**src/rtl/spi_byte_packer.sv**
```systemverilog
`default_nettype none
// ============================================================================
//  Module      : spi_byte_packer
//  Description : Brings the SpiBuffer byte and its change strobe from the SPI
//                clock domain into the system clock, then packs bytes
//                little-endian into 64-bit words. A rising chip-select
//                flushes a partial word. Words are queued in a small FIFO
//                with a valid/ready output.
//
//  Ports       : clock, reset         - system clock, async active-high reset
//                io_InputBuffer       - byte from SpiBuffer (quasi-static)
//                io_BufferChanged     - async byte-complete strobe (rise = new byte)
//                io_ChipSelect        - async raw SPI CS (1 = deselected)
//                io_Out_valid/ready   - FIFO head handshake
//                io_Out_data          - head word, frame byte k in [8k+7:8k]
//                io_Out_count         - valid bytes in head word (1..8)
//                io_Level             - FIFO occupancy (0..DEPTH)
//                io_Overflow          - sticky word-dropped flag
//                io_ClearOverflow     - synchronous clear of io_Overflow
//
//  Revision    : 1.0 - initial release
// ============================================================================
module spi_byte_packer #(
    parameter int DEPTH   = 4,
    parameter int LEVEL_W = 3
) (
    input  logic               clock,
    input  logic               reset,
    input  logic [7:0]         io_InputBuffer,
    input  logic               io_BufferChanged,
    input  logic               io_ChipSelect,
    output logic               io_Out_valid,
    input  logic               io_Out_ready,
    output logic [63:0]        io_Out_data,
    output logic [3:0]         io_Out_count,
    output logic [LEVEL_W-1:0] io_Level,
    output logic               io_Overflow,
    input  logic               io_ClearOverflow
);

    localparam int c_ADDR_W = LEVEL_W - 1;

    // ------------------------------------------------------------------------
    // Synchronisers. Bit 0 = first flop, bit 1 = second flop, bit 2 = edge
    // detect history. The event is registered once more so the packer always
    // acts on a clean single-cycle pulse.
    // ------------------------------------------------------------------------
    logic [2:0] r_chg_sync;
    logic [2:0] r_cs_sync;
    logic       r_byte_evt;
    logic       r_frame_end;

    always_ff @(posedge clock or posedge reset) begin
        if (reset) begin
            r_chg_sync  <= 3'b000;
            // CS chain starts deselected so leaving reset cannot look like a
            // rising CS edge.
            r_cs_sync   <= 3'b111;
            r_byte_evt  <= 1'b0;
            r_frame_end <= 1'b0;
        end else begin
            r_chg_sync  <= {r_chg_sync[1:0], io_BufferChanged};
            r_cs_sync   <= {r_cs_sync[1:0], io_ChipSelect};
            r_byte_evt  <= r_chg_sync[1] & ~r_chg_sync[2];
            r_frame_end <= r_cs_sync[1] & ~r_cs_sync[2];
        end
    end

    // ------------------------------------------------------------------------
    // Packer. io_InputBuffer is sampled directly: the byte has been stable for
    // many system clocks by the time the synchronised event arrives.
    // ------------------------------------------------------------------------
    logic [3:0]  r_idx;
    logic [63:0] r_pack;
    logic [5:0]  w_shamt;
    logic [63:0] w_word;
    logic [3:0]  w_count;
    logic        w_push;

    always_comb begin
        w_shamt = {r_idx[2:0], 3'b000};
        w_word  = r_pack;
        if (r_byte_evt) begin
            w_word = r_pack | ({56'd0, io_InputBuffer} << w_shamt);
        end
        // Byte is folded in before any flush, so a simultaneous byte and
        // frame end produce one word that includes that byte.
        w_count = r_idx + {3'd0, r_byte_evt};
        w_push  = (w_count == 4'd8) || (r_frame_end && (w_count != 4'd0));
    end

    always_ff @(posedge clock or posedge reset) begin
        if (reset) begin
            r_idx  <= 4'd0;
            r_pack <= 64'd0;
        end else if (w_push) begin
            // Cleared whether or not the FIFO accepted the word.
            r_idx  <= 4'd0;
            r_pack <= 64'd0;
        end else if (r_byte_evt) begin
            r_idx  <= w_count;
            r_pack <= w_word;
        end
    end

    // ------------------------------------------------------------------------
    // FIFO. Pointers carry one extra bit so full and empty are distinguished
    // by the pointer difference alone.
    // ------------------------------------------------------------------------
    logic [63:0]        r_mem_data  [DEPTH];
    logic [3:0]         r_mem_count [DEPTH];
    logic [LEVEL_W-1:0] r_wptr;
    logic [LEVEL_W-1:0] r_rptr;
    logic               r_overflow;
    logic [LEVEL_W-1:0] w_level;
    logic               w_empty;
    logic               w_full;
    logic               w_pop;
    logic               w_wr_en;
    logic               w_drop;

    always_comb begin
        w_level = r_wptr - r_rptr;
        w_empty = (w_level == '0);
        w_full  = (w_level == LEVEL_W'(DEPTH));
        w_pop   = ~w_empty & io_Out_ready;
        // A pop in the same cycle frees the slot for a push into a full FIFO.
        w_wr_en = w_push & (~w_full | w_pop);
        w_drop  = w_push & w_full & ~w_pop;
    end

    always_ff @(posedge clock) begin
        if (w_wr_en) begin
            r_mem_data[r_wptr[c_ADDR_W-1:0]]  <= w_word;
            r_mem_count[r_wptr[c_ADDR_W-1:0]] <= w_count;
        end
    end

    always_ff @(posedge clock or posedge reset) begin
        if (reset) begin
            r_wptr     <= '0;
            r_rptr     <= '0;
            r_overflow <= 1'b0;
        end else begin
            if (w_wr_en) begin
                r_wptr <= r_wptr + 1'b1;
            end
            if (w_pop) begin
                r_rptr <= r_rptr + 1'b1;
            end
            // Set has priority over clear.
            if (w_drop) begin
                r_overflow <= 1'b1;
            end else if (io_ClearOverflow) begin
                r_overflow <= 1'b0;
            end
        end
    end

    // Outputs depend only on registers; io_Out_ready affects only the pop.
    always_comb begin
        io_Out_valid = ~w_empty;
        io_Out_data  = 64'd0;
        io_Out_count = 4'd0;
        if (!w_empty) begin
            io_Out_data  = r_mem_data[r_rptr[c_ADDR_W-1:0]];
            io_Out_count = r_mem_count[r_rptr[c_ADDR_W-1:0]];
        end
        io_Level    = w_level;
        io_Overflow = r_overflow;
    end

endmodule
`default_nettype wire

```
**config.mk**
```make
export PLATFORM = sky130hd
export DESIGN_NAME = spi_byte_packer
export DESIGN_NICKNAME = d
export VERILOG_FILES = /design/src/rtl/spi_byte_packer.sv
export SDC_FILE = /design/constraint.sdc
export NUM_CORES = 1
export LEC_CHECK = 0
export ABC_AREA = 1
export CAP_MARGIN = 20
export CORE_AREA = 2 2 348 178
export DETAILED_ROUTE_END_ITERATION = 6
export DIE_AREA = 0 0 350 180
export PLACE_DENSITY_LB_ADDON = 0.25
export SYNTH_ARGS = -nofsm -noshare
export SYNTH_HDL_FRONTEND = slang
export SYNTH_SLANG_ARGS = --single-unit
export TNS_END_PERCENT = 100
```
**constraint.sdc**
```tcl
create_clock -name clock -period 10.1 [get_ports clock]
set_clock_uncertainty 0.1 [all_clocks]
set_input_delay 1.01 -clock clock [delete_from_list [all_inputs] [get_ports clock]]
set_output_delay 1.01 -clock clock [all_outputs]
set_load 0.01 [all_outputs]
```
[Word-level counts from Yosys, hierarchy flattened]
Memory sizes are Yosys's and may differ from the RTL's.
Cells that the tools add are included.
Cells by class
  $add $sub $neg: 4
  multiply operators: 0
  div/mod/pow operators: 0
  order comparisons: 0
  equal/unequal tests: 2
  shift operators: 1
  multiplexer cells: 11
  bitwise gates (word level): 13
  reduce and logical (&&, ||, !) cells: 6
Operator list (count)
  64-bit two-way mux: 4
  64-bit bitwise OR: 1
  8-bit by 6-bit left shift with 64-bit output: 1
  4-bit two-way mux: 3
  3-bit by 1-bit adder with 3-bit output (second input constant): 2
  1-bit AND: 6
  1-bit NOT: 5
  4-bit by 1-bit adder with 4-bit output: 1
  4-bit == test (second input constant): 1
  1-bit two-way mux: 4
  2-bit nonzero test: 2
  4-bit nonzero test: 1
  3-bit == test (second input constant): 1
  3-bit logical NOT: 1
  3-bit subtractor: 1
  1-bit logical AND: 1
  1-bit logical OR: 1
  1-bit bitwise OR: 1
Storage, ports and cells
  register bits after elaboration: 83
  bits in latches: 0
  bits in writable memories: 272
  memory bits (read-only): 0
  input port bits: 14
  output and inout port bits: 73
  memories: 2
Memories
  r_mem_data: depth 4, bits a word 64, rd ports 1, clocked after memory_dff 0, write ports 1, RTL line 110  | logic [63:0] r_mem_data [DEPTH];
  r_mem_count: depth 4, bits a word 4, rd ports 1, clocked after memory_dff 0, write ports 1, RTL line 111  | logic [3:0] r_mem_count [DEPTH];

[Longest topological paths before layout]
  depth in word-level cells: 8
  depth in mapped cells: 12
  depth with buffers taken out: 11

[Least setup slack after synthesis]
OpenSTA, ideal clock, no wires.
  path kind: reg-to-reg
  start point: reg r_wptr[0]
  end point: mem r_mem_count[0][0] (enable)
  library setup time: 495 ps
  data arrival time: 4488 ps
  required time: 9505 ps
  path slack: 5017 ps
  stages on the path, launching flop included: 11
  clock period less this slack: 5083 ps
  path through: dfrtp_1 -> inv_1 -> ha_1 -> fa_1 -> inv_1 -> nand2_1 -> nand2_1 -> nand2_1 -> nand3_1 -> nand3_1 -> nor2_1
Between the ends
  word-level cells in the longest chain between the ends: 8
  elaborated cells on any way between the ends: 10
  those cells by class: add/sub (1); eq/ne (1); mux (2); bitwise (5); reduce/logical (1)
Ends and longest elaborated chain
  start, declared: RTL line 112  | logic [LEVEL_W-1:0] r_wptr;
  start signal, assigned: RTL line 146  | r_wptr <= r_wptr + 1'b1;
  3-bit subtractor: RTL line 123  | w_level = r_wptr - r_rptr;
  3-bit logical NOT: RTL line 124  | w_empty = (w_level == '0);
  1-bit NOT: RTL line 126  | w_pop = ~w_empty & io_Out_ready;
  1-bit AND: RTL line 126
  1-bit bitwise OR: RTL line 128  | w_wr_en = w_push & (~w_full | w_pop);
  1-bit AND: RTL line 128
  1-bit two-way mux: RTL line 133  | if (w_wr_en) begin
  1-bit two-way mux (implied by the code): RTL line 135  | r_mem_count[r_wptr[c_ADDR_W-1:0]] <= w_count;
  end, declared: RTL line 111
Several ways; a longest one is shown, not always the timed one.

[Final worst setup path]
  start point: reg r_rptr[0]
  end point: out io_Out_data[12]
Between the ends
  word-level cells in the longest chain between the ends: 3
  elaborated cells on any way between the ends: 4
  those cells by class: add/sub (1); mux (1); reduce/logical (1); memory (1)
Ends and longest elaborated chain
  start, declared: RTL line 113  | logic [LEVEL_W-1:0] r_rptr;
  start signal, assigned: RTL line 149  | r_rptr <= r_rptr + 1'b1;
  3-bit subtractor: RTL line 123
  3-bit logical NOT: RTL line 124
  64-bit two-way mux *: RTL line 165  | if (!w_empty) begin
  end, declared: RTL line 34  | output logic [63:0] io_Out_data,
Every way passes the cells marked *; elsewhere a longest branch is shown, timed or not.

==> impl_metrics.yaml <==
clock_network:
  ctsHtreeMaxLevel: 2
  cts.repair_timing.setup_buffer_count: 0
  clk-insertion-delay-late_ps: 530
  ctsLongestPathBuffers: 3
  postCtsHoldBufs: 0
  cts.clk_slew.worst_paths_ps: 60
  cts_repair_resize_count: 0
  tritoncts: "done"
  numClockSinks: 355
  cts-buffers-inserted: 34
  root_buffer: "sky130_fd_sc_hd__clkbuf_16"
setup_path:
  cpPeakStageDelay_ps: 910
  worstPathMaxFanout: 95
  crit_arrival_ps: 3990
  timing.critical_path.required_ps: 8990
  crit_path_frequent_cell: "sky130_fd_sc_hd__o21ai_0"
  cp_slowest_cell: "sky130_fd_sc_hd__dfrtp_4"
  cp-end-kind: "output pin"
  worst-setup-path-type: "reg2out"
  kind_of_launch_point_of_the_worst_setup_path: "register"
  crit_chain: "clkinv_2 -> buf_4 -> o21ai_0 -> o21ai_0 -> nand2_1 -> inv_1 -> clkdlybuf4s50_1"
power_and_ir_drop:
  netSwitchingPower_mw: 2.09
  switching_share: 0.375
  static-leakage-power_nw: 7.09
  power.clock.fraction: 0.228
  p_seq_frac: 0.359
  power_report.internal_total_mw: 3.48
  pwr-share-comb: 0.413
  vdd_ir_drop_max_uv: 180
  power_density_normalized_to_cell_area_mw_per_mm2: 317
synthesis:
  synth.top_cell.area_share: 0.552
  synthesized_area_per_cell_sq_um: 11.3
  synth_fa_ha_area_frac: 0.00812
  ys_types: 27
  synthMuxAreaShare: 0
  post_synth_instance_area_sq_mm: 0.0148
  synth_compound_area_frac: 0.0918
  synth.top_cells.by_area: "sky130_fd_sc_hd__edfxtp_1, sky130_fd_sc_hd__dfrtp_1, sky130_fd_sc_hd__nor2_1"
  part_of_the_yosys_area_used_for_sequential_elements: 0.693
  asyncSetResetFlopFracSynth: 0.234
  synth-simple-area-share: 0.137
  synth-edff-count: 272
  ys_dominant_reg_cell: "sky130_fd_sc_hd__edfxtp_1"
  synth-warning-count: 0
  ys_top_cells_by_count: "sky130_fd_sc_hd__edfxtp_1, sky130_fd_sc_hd__nor2_1, sky130_fd_sc_hd__o21ai_0"
  synth.ff_latch_count: 355
  post_synth_xor_area_fraction: 0.00118
  synthDominantAreaCellType: "sky130_fd_sc_hd__edfxtp_1"
  synth_top_family_by_area: "simple AND/OR/NAND/NOR gates"
  synth_cells: 1310
  synth.most_common_cell: "sky130_fd_sc_hd__edfxtp_1"
  synth.net_count: 1333
placed_design:
  portBuffers: 86
  place_congestion: 0.762
  placed_cells_incl_taps: 2164
  dp_hpwl_um: 23500
global_route:
  global_route_wire_length_before_repair_um: 58500
  vias_in_the_first_global_route: 9042
  grt_start_max_net_pins: 96
  track_usage: 0.121
  gr-total-overflow: 0
  antenna_found_initial: 0
finish:
  fill_cell_instance_count_of_the_final_layout: 6226
  ff_latch_area_sq_mm: 0.0103
  n_antenna_cell: 0
  final_core_util: 0.292
  multiInputGateArea_sq_mm: 0.00356
  final_cells: 2226
  layout-drive-gt1-share: 0.0892
  num-nets-final: 1398
  areaGrowthSynthToFinish_pct: 18.7
sta:
  final_min_period_over_clock_period: 0.505
  max_freq_ghz: 0.196
  finalSetupViolations: 0
  whs_ps: 249
  tightest_slew_ps: 1050
  grt_setup_unrepaired: "false"
  final-max-slew-violation-count: 0
  fin_setup_tns_ps: 0
  period_needed_ps: 5100
  timing.max_slew.rel_slack: 0.303
  finalHoldViolCount: 0
min_path:
  worstHoldPathType: "reg2reg"
status:
  run_status: "finished, final reports clean"
route:
  postRouteWirelength_um: 38000
  vias: 9412
  drt-pass1-iter-count: 5
  drc_errors: 0
  antenna_left: 0
  routedWlPerCell_um: 17.1
  vias_per_cell: 4.23
  number_of_drc_markers_after_the_initial_detailed_route_iteration: 822
die:
  die_area_sq_mm: 0.0630
  fp.dieW_um: 350
  initial_core_utilization: 0.246
  core_area_sq_mm: 0.0601
  std_cell_rows: 64
  die_h_um: 180
  io-pin-count: 87
flow_run:
  max_cap_viol_count: 0
==> cells in the final DEF (no fill, tap or decap), types with 14 or more instances in the layout <==
cell type / Yosys / final
sky130_fd_sc_hd__buf_4: 2 / 14
sky130_fd_sc_hd__edfxtp_1: 272 / 272
sky130_fd_sc_hd__dfrtp_1: 80 / 78
sky130_fd_sc_hd__nor2_4: 41 / 45
sky130_fd_sc_hd__a21oi_1: 66 / 66
sky130_fd_sc_hd__clkbuf_16: 0 / 37
sky130_fd_sc_hd__o21ai_1: 26 / 26
sky130_fd_sc_hd__nor2_1: 239 / 234
sky130_fd_sc_hd__o21ai_0: 178 / 178
sky130_fd_sc_hd__inv_1: 164 / 162
sky130_fd_sc_hd__nand2_1: 99 / 99
sky130_fd_sc_hd__nor3_1: 32 / 32
sky130_fd_sc_hd__clkdlybuf4s50_1: 0 / 86
==> power groups by stage <==
stage | registers [mW] | logic, mW | clock network, mW
after floorplan | 1.94 | 1.37 | 0
after global placement | 2.03 | 2.39 | 0
after detailed placement | 2.03 | 2.39 | 0
after CTS | 2.00 | 2.40 | 1.31
after global routing | 2.03 | 2.62 | 1.37
final | 2.00 | 2.30 | 1.27
==> state kept, by name, summed over array words and instances, names as in the netlist <==
signal and count:
r_mem_data 256, r_pack 64, r_mem_count 16, r_idx 4, r_chg_sync 3, r_cs_sync 3
r_rptr 3, r_wptr 3, io_Overflow 1, r_byte_evt 1, r_frame_end 1
==> worst max-delay path, delay by kind of cell, from the launching register on <==
family | cells | cell delay [ps]
buffers and inverters | 4 | 1800
flip-flops | 1 | 910
AO/OA/AOI/OAI | 2 | 460
AND/OR/NAND/NOR | 1 | 90
==> final timing paths <==
check | from | to | cells past startpoint | slack, ps
worst min register to register | r_chg_sync[0]$_DFF_PP0_ | r_chg_sync[1]$_DFF_PP0_ | 0 | 250
max in group asynchronous | reset | r_rptr[1]$_DFFE_PP0P_ | 3 | 8020
worst max register to register | r_rptr[0]$_DFFE_PP0P_ | r_mem_data[3][30]$_DFFE_PP_ | 9 | 5730
min in group asynchronous | reset | r_wptr[2]$_DFFE_PP0N_ | 2 | 610
worst min-delay path | r_chg_sync[0]$_DFF_PP0_ | r_chg_sync[1]$_DFF_PP0_ | 0 | 250
worst max-delay path | r_rptr[0]$_DFFE_PP0P_ | io_Out_data[12] | 7 | 5000
==> per-stage QoR <==
stage / setup slack (ps) / total power [mW] / cell area (sq um)
6_report: 5000 / 5.57 / 17600
5_1_grt: 4610 / 6.02 / 17600
2_1_floorplan: 5020 / 3.31 / 14800
3_5_place_dp: 5470 / 4.42 / 16500
3_3_place_gp: 5470 / 4.41 / 16400
4_1_cts: 4890 / 5.71 / 17600
==> cell families (layout without fill, tap and decap cells) <==
logic type / count (synthesis) / after routing
and+or+nand+nor: 434 / 434
AOI/OAI and AO/OA: 271 / 271
xor gates and xnor gates: 2 / 2
adders and majority gates: 9 / 9
DFF: 355 / 355
buffers and inverters: 239 / 330
==> routing by layer <==
layer,up-vias,track usage,wire [um]
li1,4493,-,-
met1,4672,0.197,20400
met2,205,0.161,15000
met3,42,0.0257,2080
met4,0,0.0191,434
met5,-,0,0
==> area by class of cell <==
cell class / instances / area share
sequential: 355 / 0.584
multi-input combinational: 716 / 0.203
tap: 825 / 0.0588
timing repair buffer: 101 / 0.0566
clock buffer: 48 / 0.0562
inverter: 167 / 0.0360
clock inverter: 14 / 0.00563
(Power assumes the default switching activity.)
